[src/rtl/fir_coeff_pkg.sv]
// Shared definitions for the FIR coefficient path: default geometry and load-sequencer state encoding.
package fir_coeff_pkg;

    localparam int unsigned DEF_DATA_W  = 16;
    localparam int unsigned DEF_NUM_TAP = 33;
    localparam int unsigned DEF_ADDR_W  = 6;
    localparam int unsigned DEF_TIMEOUT = 255;
    localparam int unsigned WD_W        = 8;

    // Encoding is shared with the filter controller, so values are pinned.
    typedef enum logic [1:0] {
        ST_IDLE  = 2'd0,
        ST_ARM   = 2'd1,
        ST_LOAD  = 2'd2,
        ST_DRAIN = 2'd3
    } load_state_e;

    // A set is in flight whenever the sequencer has left IDLE.
    function automatic logic is_busy(input load_state_e s);
        return s != ST_IDLE;
    endfunction

endpackage

[src/rtl/fir_load_watchdog.sv]
// Inter-beat idle counter; flags when the configured idle limit has been reached.
module fir_load_watchdog #(
    parameter int unsigned WD_W    = 8,
    parameter int unsigned TIMEOUT = 255
) (
    input  logic clk,
    input  logic rst,
    input  logic clr,
    input  logic inc,
    output logic expired_c
);

    logic [WD_W-1:0] cnt_q;

    assign expired_c = (cnt_q == WD_W'(TIMEOUT));

    // Clear has priority; counting stops at the terminal value so it never wraps.
    always_ff @(posedge clk) begin
        if (rst) begin
            cnt_q <= '0;
        end else if (clr) begin
            cnt_q <= '0;
        end else if (inc && !expired_c) begin
            cnt_q <= cnt_q + WD_W'(1);
        end
    end

endmodule

[src/rtl/fir_coeff_loader.sv]
// Converts a valid/ready coefficient stream into coefficient-RAM writes for one complete set per load.
module fir_coeff_loader
    import fir_coeff_pkg::*;
#(
    parameter int unsigned DATA_W  = DEF_DATA_W,
    parameter int unsigned NUM_TAP = DEF_NUM_TAP,
    parameter int unsigned ADDR_W  = DEF_ADDR_W,
    parameter int unsigned TIMEOUT = DEF_TIMEOUT
) (
    input  logic              iClk_12M,
    input  logic              iRsn,
    input  logic              iLoadStart,
    input  logic              iCoeffValid,
    input  logic [DATA_W-1:0] iCoeffData,
    output logic              oCoeffReady,
    output logic              oCoeffiUpdateFlag,
    output logic              oCsnRam,
    output logic              oWrnRam,
    output logic [ADDR_W-1:0] oAddrRam,
    output logic [DATA_W-1:0] oWrDtRam,
    output logic              oBusy,
    output logic              oDone,
    output logic              oErr
);

    load_state_e       state_q, state_d;
    logic [ADDR_W-1:0] count_q, count_d;
    logic              flag_q, flag_d;
    logic              busy_q, busy_d;
    logic              done_q, done_d;
    logic              err_q, err_d;
    logic              wr_n_q, wr_n_d;
    logic [ADDR_W-1:0] addr_q, addr_d;
    logic [DATA_W-1:0] data_q, data_d;

    logic ready_c;
    logic accept_c;
    logic last_beat_c;
    logic wd_clr;
    logic wd_inc;
    logic wd_expired_c;

    // Ready is a direct decode of state and tap count so a beat can be taken every cycle.
    assign ready_c     = (state_q == ST_LOAD) &&
                         ({1'b0, count_q} < (ADDR_W+1)'(NUM_TAP));
    assign accept_c    = iCoeffValid && ready_c;
    assign last_beat_c = (count_q == ADDR_W'(NUM_TAP - 1));

    fir_load_watchdog #(
        .WD_W    (WD_W),
        .TIMEOUT (TIMEOUT)
    ) u_watchdog (
        .clk       (iClk_12M),
        .rst       (iRsn),
        .clr       (wd_clr),
        .inc       (wd_inc),
        .expired_c (wd_expired_c)
    );

    // Sequencer state register.
    always_ff @(posedge iClk_12M) begin
        if (iRsn) begin
            state_q <= ST_IDLE;
        end else begin
            state_q <= state_d;
        end
    end

    // Next state plus next values of the registered RAM port, flags and pulses.
    always_comb begin
        state_d = state_q;
        count_d = count_q;
        done_d  = 1'b0;
        err_d   = 1'b0;
        wr_n_d  = 1'b1;
        addr_d  = addr_q;
        data_d  = data_q;
        wd_clr  = 1'b1;
        wd_inc  = 1'b0;

        case (state_q)
            ST_IDLE: begin
                count_d = '0;
                if (iLoadStart) begin
                    state_d = ST_ARM;
                end
            end
            ST_ARM: begin
                state_d = ST_LOAD;
            end
            ST_LOAD: begin
                wd_clr = accept_c;
                wd_inc = !accept_c;
                if (accept_c) begin
                    wr_n_d  = 1'b0;
                    addr_d  = count_q;
                    data_d  = iCoeffData;
                    count_d = count_q + ADDR_W'(1);
                    if (last_beat_c) begin
                        state_d = ST_DRAIN;
                    end
                end else if (wd_expired_c) begin
                    state_d = ST_IDLE;
                    err_d   = 1'b1;
                    count_d = '0;
                end
            end
            ST_DRAIN: begin
                state_d = ST_IDLE;
                done_d  = 1'b1;
                count_d = '0;
            end
            default: begin
                state_d = ST_IDLE;
                count_d = '0;
            end
        endcase

        flag_d = is_busy(state_d);
        busy_d = is_busy(state_d);
    end

    // Tap counter, status flags and RAM write port registers.
    always_ff @(posedge iClk_12M) begin
        if (iRsn) begin
            count_q <= '0;
            flag_q  <= 1'b0;
            busy_q  <= 1'b0;
            done_q  <= 1'b0;
            err_q   <= 1'b0;
            wr_n_q  <= 1'b1;
            addr_q  <= '0;
            data_q  <= '0;
        end else begin
            count_q <= count_d;
            flag_q  <= flag_d;
            busy_q  <= busy_d;
            done_q  <= done_d;
            err_q   <= err_d;
            wr_n_q  <= wr_n_d;
            addr_q  <= addr_d;
            data_q  <= data_d;
        end
    end

    assign oCoeffReady       = ready_c;
    assign oCoeffiUpdateFlag = flag_q;
    assign oCsnRam           = wr_n_q;
    assign oWrnRam           = wr_n_q;
    assign oAddrRam          = addr_q;
    assign oWrDtRam          = data_q;
    assign oBusy             = busy_q;
    assign oDone             = done_q;
    assign oErr              = err_q;

endmodule

[config.mk]
export PLATFORM = sky130hd
export DESIGN_NAME = fir_coeff_loader
export DESIGN_NICKNAME = d
export VERILOG_FILES = /design/src/rtl/fir_coeff_pkg.sv /design/src/rtl/fir_load_watchdog.sv /design/src/rtl/fir_coeff_loader.sv
export SDC_FILE = /design/constraint.sdc
export NUM_CORES = 1
export LEC_CHECK = 0
export CAP_MARGIN = 20
export CORE_MARGIN = 1
export CORE_UTILIZATION = 48
export DETAILED_ROUTE_END_ITERATION = 8
export PLACE_DENSITY = 0.77
export SETUP_SLACK_MARGIN = 0.3
export SLEW_MARGIN = 20
export SYNTH_ARGS = -nofsm -noshare
export SYNTH_HDL_FRONTEND = slang
export SYNTH_HIERARCHICAL = 1
export SYNTH_SLANG_ARGS = --single-unit
[constraint.sdc]
create_clock -name iClk_12M -period 3.3 [get_ports iClk_12M]
set_clock_uncertainty 0.15 [all_clocks]
set_input_delay 0.66 -clock iClk_12M [delete_from_list [all_inputs] [get_ports iClk_12M]]
set_output_delay 0.66 -clock iClk_12M [all_outputs]
set_load 0.01 [all_outputs]
==> impl_metrics.toml <==
[run_status]
outcome = "complete, no violations"

[setup_path]
crit_path_end_kind = "primary output"
crit_fanout = 6
crit_chain = "inv_1 -> ha_1 -> or4b_4 -> a21boi_0 -> dlymetal6s2s_1"
required_ps = 2490
worst-setup-path-type = "register to primary output"
critPathSlowestCell = "or4b_4"
cp.arrival_ps = 1720
critPathMaxStageDelay_ps = 490
critPathLaunchType = "register"

[cells_and_area]
mostFrequentLayoutCells = "nand2_1, clkdlybuf4s50_1, dfxtp_1"
layout_commonest_cell = "nand2_1"
area_growth_pct = 32.8
nNetsFinal = 289
diodes = 0
design_area_mm2 = 0.00246
drive_gt1_share_pct = 7.22

[logic_synthesis]
ys_seq_elements = 42
synth_nets = 243
ys_async_sr_fraction_pct = 0
ys_seq_area_share_pct = 45.3
synth.avg_cell_area_um2 = 8.59
yosysTopAreaCell = "dfxtp_1"
ys_top_cells_by_area = "dfxtp_1, nand2_1, a21oi_1, ha_1, o2bb2ai_1"
synth.top_cell.area_share_pct = 45.3
synth-warning-count = 6
syn_inst = 216
synth_edf_count = 0
synth_area_mm2 = 0.00186
ys_types = 49
synthFlopType = "dfxtp_1"

[route]
drt-total-wl_mm = 4.06
drtAntennaViolNets = 0
drt-initial-drc-count = 96
viasPerCell = 5.28
vias = 1642
drc = 0
wl_per_cell_um = 13.0
drt_first_pass_iters = 4

[min_path]
min_path_type = "register to register"

[floorplan]
rows = 22
core_mm2 = 0.00369
ios = 49
dieArea_mm2 = 0.00412
initial_core_util_pct = 50.3
dieWidth_um = 64.2
die_h_um = 64.2

[flow_run]
timing.max_cap.violations = 0

[sta]
finalSetupTns_ps = 0
slew_headroom_pct = 65.2
fin_crit_ps = 2530
tightest_slew_ps = 521
period_share_pct = 76.6
timing.fmax_ghz = 0.395
finalHoldViolCount = 0
setup_viol = 0
drv_slew = 0
rsz0062_at_grt = "false"

[clocking]
clock-sinks = 42
cts_tree = "done"
cts_buffers = 5
clockRootBuffer = "clkbuf_8"
htreeDepth = 2
clkTransAtPathRegs_ps = 80
clk_path_buf_depth = 2
insertion_delay_ps = 300

[power_and_ir_drop]
p_switching_uw = 198
p_clk_share_pct = 41.7
pwr-share-seq_pct = 52.9
combPwrFrac_pct = 5.4
switching_share_pct = 20.6
power_density_mw_per_mm2 = 391
ir_drop_mv = 0.279
p_int_uw = 765
power_leakage_uw = 0.000906

[global_route]
grt_overflow = 0
grt_pass1_wl_mm = 6.71
grt_usage_pct = 21.4
first_global_vias = 1470
grt_max_degree = 26
antenna_found_initial = 0

[placed_design]
hpwl_mm = 2.77
gp_congestion = 0.811
placed_area_mm2 = 0.00236
io_buffers = 48
-- final timing paths --
| check | from | end | slack [ps] | cells past startpoint |
|---|---|---|---|---|
| worst max-delay path | count_q[0]$_SDFFE_PP0P_ | oCoeffReady | 770 | 5 |
| worst min-delay path | oAddrRam[4]$_SDFFE_PP0P_ | oAddrRam[4]$_SDFFE_PP0P_ | 300 | 2 |
| worst min register to register | oAddrRam[4]$_SDFFE_PP0P_ | oAddrRam[4]$_SDFFE_PP0P_ | 300 | 2 |
| worst max register to register | count_q[0]$_SDFFE_PP0P_ | u_watchdog/cnt_q[6]$_SDFFE_PP0P_ | 780 | 9 |
-- logic make-up (layout without fill, tap and decap cells) --
| group | after synthesis | after routing | synth area share, % |
|---|---|---|---|
| xor+xnor | 2 | 2 | 0.944 |
| flops | 42 | 42 | 45.3 |
| fa+ha+maj | 7 | 7 | 4.72 |
| buf+inv | 21 | 68 | 5.19 |
| mux | 3 | 3 | 1.62 |
| simple gates | 90 | 90 | 23.5 |
| compound gates | 51 | 51 | 18.7 |
-- through the flow --
| stage | hold WS [ps] | utilization [%] | instances | setup WS [ps] | total power, µW |
|---|---|---|---|---|---|
| detailed placement | 296 | 63.9 | 303 | 665 | 573 |
| floorplan | 313 | - | 216 | 585 | 541 |
| CTS | 307 | 66.8 | 311 | 367 | 972 |
| finish | 304 | 66.8 | 311 | 771 | 963 |
| global route | 321 | 66.8 | 311 | 634 | 1000 |
| global placement | 291 | 63.9 | 303 | 715 | 573 |
-- cell usage after synthesis, types with 2 or more instances --
cell type and n:
nand3_1 5, clkbuf_1 7, nor3_1 2, nand4_1 2, nand2b_1 3, nor4_1 2
buf_2 2, nor2b_1 5, buf_4 2, dfxtp_1 42, nand2_1 51, nor3b_1 2
o2bb2ai_1 4, mux2i_1 3, and3_1 4, or3_1 2, o21ai_0 2, inv_1 9
nor2_1 6, ha_1 7, a21oi_1 26
-- routing by layer --
| layer | part of all wire (%) | routed length (µm) | global-route usage (%) | up-vias |
|---|---|---|---|---|
| li1 | - | - | - | 833 |
| met1 | 48 | 1960 | 28.3 | 764 |
| met2 | 46 | 1850 | 32.0 | 39 |
| met3 | 4.2 | 172 | 6.43 | 6 |
| met4 | 1.7 | 69 | 9.17 | 0 |
| met5 | 0 | 0 | 0 | - |
-- sequential cells by signal (all words and copies together) (netlist names), 2 cells and up --
name and flops:
state_q 2, oWrDtRam 16, u_watchdog/cnt_q 8, oAddrRam 6
count_q 6
-- power groups by stage --
| stage | clock network, µW | logic, µW | registers, µW |
|---|---|---|---|
| floorplan | 0 | 18.5 | 522 |
| global placement | 0 | 51.5 | 522 |
| detailed placement | 0 | 51.8 | 522 |
| CTS | 410 | 52.0 | 510 |
| global route | 436 | 56.0 | 510 |
| finish | 401 | 51.8 | 510 |
-- area by class of cell --
cell class,instances,area (µm²)
Fill cell,342,1220
Multi-Input combinational cell,153,918
Sequential cell,42,841
Timing Repair Buffer,51,505
Clock buffer,7,76.3
Tap cell,48,60.1
Inverter,9,33.8
Clock inverter,1,30.0
-- worst max-delay path: cells and delay by family (launching register included) --
| family | cells | cell delay [ps] |
|---|---|---|
| simple gates | 1 | 490 |
| fa+ha+maj | 1 | 140 |
| compound gates | 1 | 170 |
| buf+inv | 2 | 270 |
| flops | 1 | 350 |
-- repair_timing --
item                                    in CTS  in global routing
endpoints found under the setup margin       0                  1
gates resized for setup                      0                  1
setup buffers                                0                  0
hold buffers                                 0                  0
(Power assumes the default switching activity.)
==> RTL change, RTL diff (same flow settings) <==
The 4 states of `load_state_e` get a Gray code encoding in 2 bits.
--- a/src/rtl/fir_coeff_pkg.sv
+++ b/src/rtl/fir_coeff_pkg.sv
@@ -9,10 +9,10 @@
 
     // Encoding is shared with the filter controller, so values are pinned.
     typedef enum logic [1:0] {
-        ST_IDLE  = 2'd0,
-        ST_ARM   = 2'd1,
-        ST_LOAD  = 2'd2,
-        ST_DRAIN = 2'd3
+        ST_IDLE  = 2'b00,
+        ST_ARM   = 2'b01,
+        ST_LOAD  = 2'b11,
+        ST_DRAIN = 2'b10
     } load_state_e;
 
     // A set is in flight whenever the sequencer has left IDLE.
Behaviour: no difference found for any inputs over 10 cycles, from zero or initial values; not proved beyond that.
==> RTL change against the unedited design <==
  * Synthesized area shrank 2.8%
  * First-iteration DRC count shrank 13%
  * Routed wire length shrank 8.2%
  * Design area shrank 3.7%
  * Worst setup slack lost 0.065 ns
  * Sequential cell count is the same
  * Power grew 0.51%
  * Synthesized cell count shrank 5.6%
==> RTL change: results (changes against the unedited design) <==
num_vias: 1555  # -5.3%
clk_share_pct: 3.846  # -0.47 points
wl_met2_mm: 1.774  # -4.3%
design.seq.count: 42  # unchanged
grt_pass1_vias: 1471  # +0.068%
root_buffer: "clkbuf_8"
critPathMaxStageDelay_ns: 0.51  # +0.02 ns
synth_cell_types: 43  # -12%
wl_met3_um: 215  # +25%
drive_above_1_share_pct: 8.000  # +0.78 points
first_iter_violations: 84  # -13%
syn_avg_cell_area_um2: 8.838  # +2.9%
num-multi-input-gates: 145  # -5.2%
drt-total-wl_mm: 3.727  # -8.2%
first_pass_iters: 4  # unchanged
synth_warnings: 6  # unchanged
seq_area_frac_synth_pct: 46.63  # +1.3 points
grt_pass1_wl_mm: 6.437  # -4.0%
synthTopCellsByCount: "nand2_1, dfxtp_1, a21oi_1"
largest_reg_flops: 16  # unchanged
wl_met1_mm: 1.690  # -14%
layout.nonclk_buf_share_pct: 20.65  # +0.15 points
fill_cells: 305  # -11%
p_leak_nw: 0.8441  # -6.8%
wl_per_cell_um: 12.59  # -3.5%
whs_path_depth: 2  # unchanged
dp_cells: 288  # -5.0%
multi_input_area_share_pct: 36.72  # -0.54 points
dp_slack_ns: 0.6377  # -0.02712 ns
row_count: 21  # -4.5%
placed_area_um2: 2281  # -3.2%
grt_usage_pct: 20.42  # -0.96 points
syn-num-nets: 228  # -6.2%
slew_headroom_pct: 32.08  # -33 points
sh_seq_area_pct: 35.41  # +1.3 points
cp_max_fo: 5  # -1
buffers: 49  # -3.9%
powerDensity_nw_per_um2: 407.5  # +4.3%
synth_area_leaders: "dfxtp_1, nand2_1, a21oi_1"
hpwlAfterDp_mm: 2.514  # -9.3%
inverters: 6  # -3
final_nets: 273  # -5.5%
peakVddDrop_mv: 0.2978  # +6.6%
gp_congestion: 0.7668  # -5.5%
grt_max_degree: 28  # +7.7%
outcome: "finished clean"
[RTL change: cell count changes after synthesis, sizes merged, moves of 2 or more]
cell | unedited run | this run
and3 | 5 | 3
nor2b | 5 | 3
ha | 7 | 4
a22o | 0 | 5
a211o | 2 | 0
inv | 9 | 6
o21ai | 2 | 5
o2bb2ai | 4 | 0
nor2 | 6 | 4
o32ai | 0 | 2
[RTL change: tightest hold or removal path, cell delays in order (launching register included)]
cell	delay, ns
dfxtp_1	0.31
nand2_1	0.05
a21oi_1	0.05
[RTL change: final timing paths]
kind	from	to	slack (ns)
hold / removal	oWrDtRam[5]	oWrDtRam[5]	0.30
setup reg to reg	count_q[0]	u_watchdog/cnt_q[5]	0.75
setup / recovery	count_q[0]	oCoeffReady	0.71
hold reg to reg	oWrDtRam[5]	oWrDtRam[5]	0.30
[RTL change: metal layers]
metal  vias to the layer above  GRT usage, %
met5                         -             0
met4                         0         7.670
met3                         7         5.978
met2                        48         34.01
met1                       705         24.72
li1                        795             -
[RTL change: where the power goes]
group	internal [mW]	switching [mW]
Sequential	0.519	0.00964
Clock	0.169	0.170
Combinational	0.0552	0.0454
[RTL change: cells by family (layout without fill, tap and decap cells)]
| group | after synthesis | in the layout | share of synthesized area (%) |
|---|---|---|---|
| simple gates | 83 | 83 | 22.83 |
| xor+xnor | 2 | 2 | 0.9717 |
| mux | 4 | 4 | 2.290 |
| buf+inv | 17 | 63 | 5.204 |
| fa+ha+maj | 4 | 4 | 2.776 |
| flops | 42 | 42 | 46.63 |
| compound gates | 52 | 52 | 19.29 |
[RTL change: timing repair]
| item | CTS | global route |
|---|---|---|
| buffers inserted | 0 | 0 |
| gates resized for setup | 0 | 1 |
| endpoints found under the setup margin | 0 | 1 |
| hold buffers | 0 | 0 |
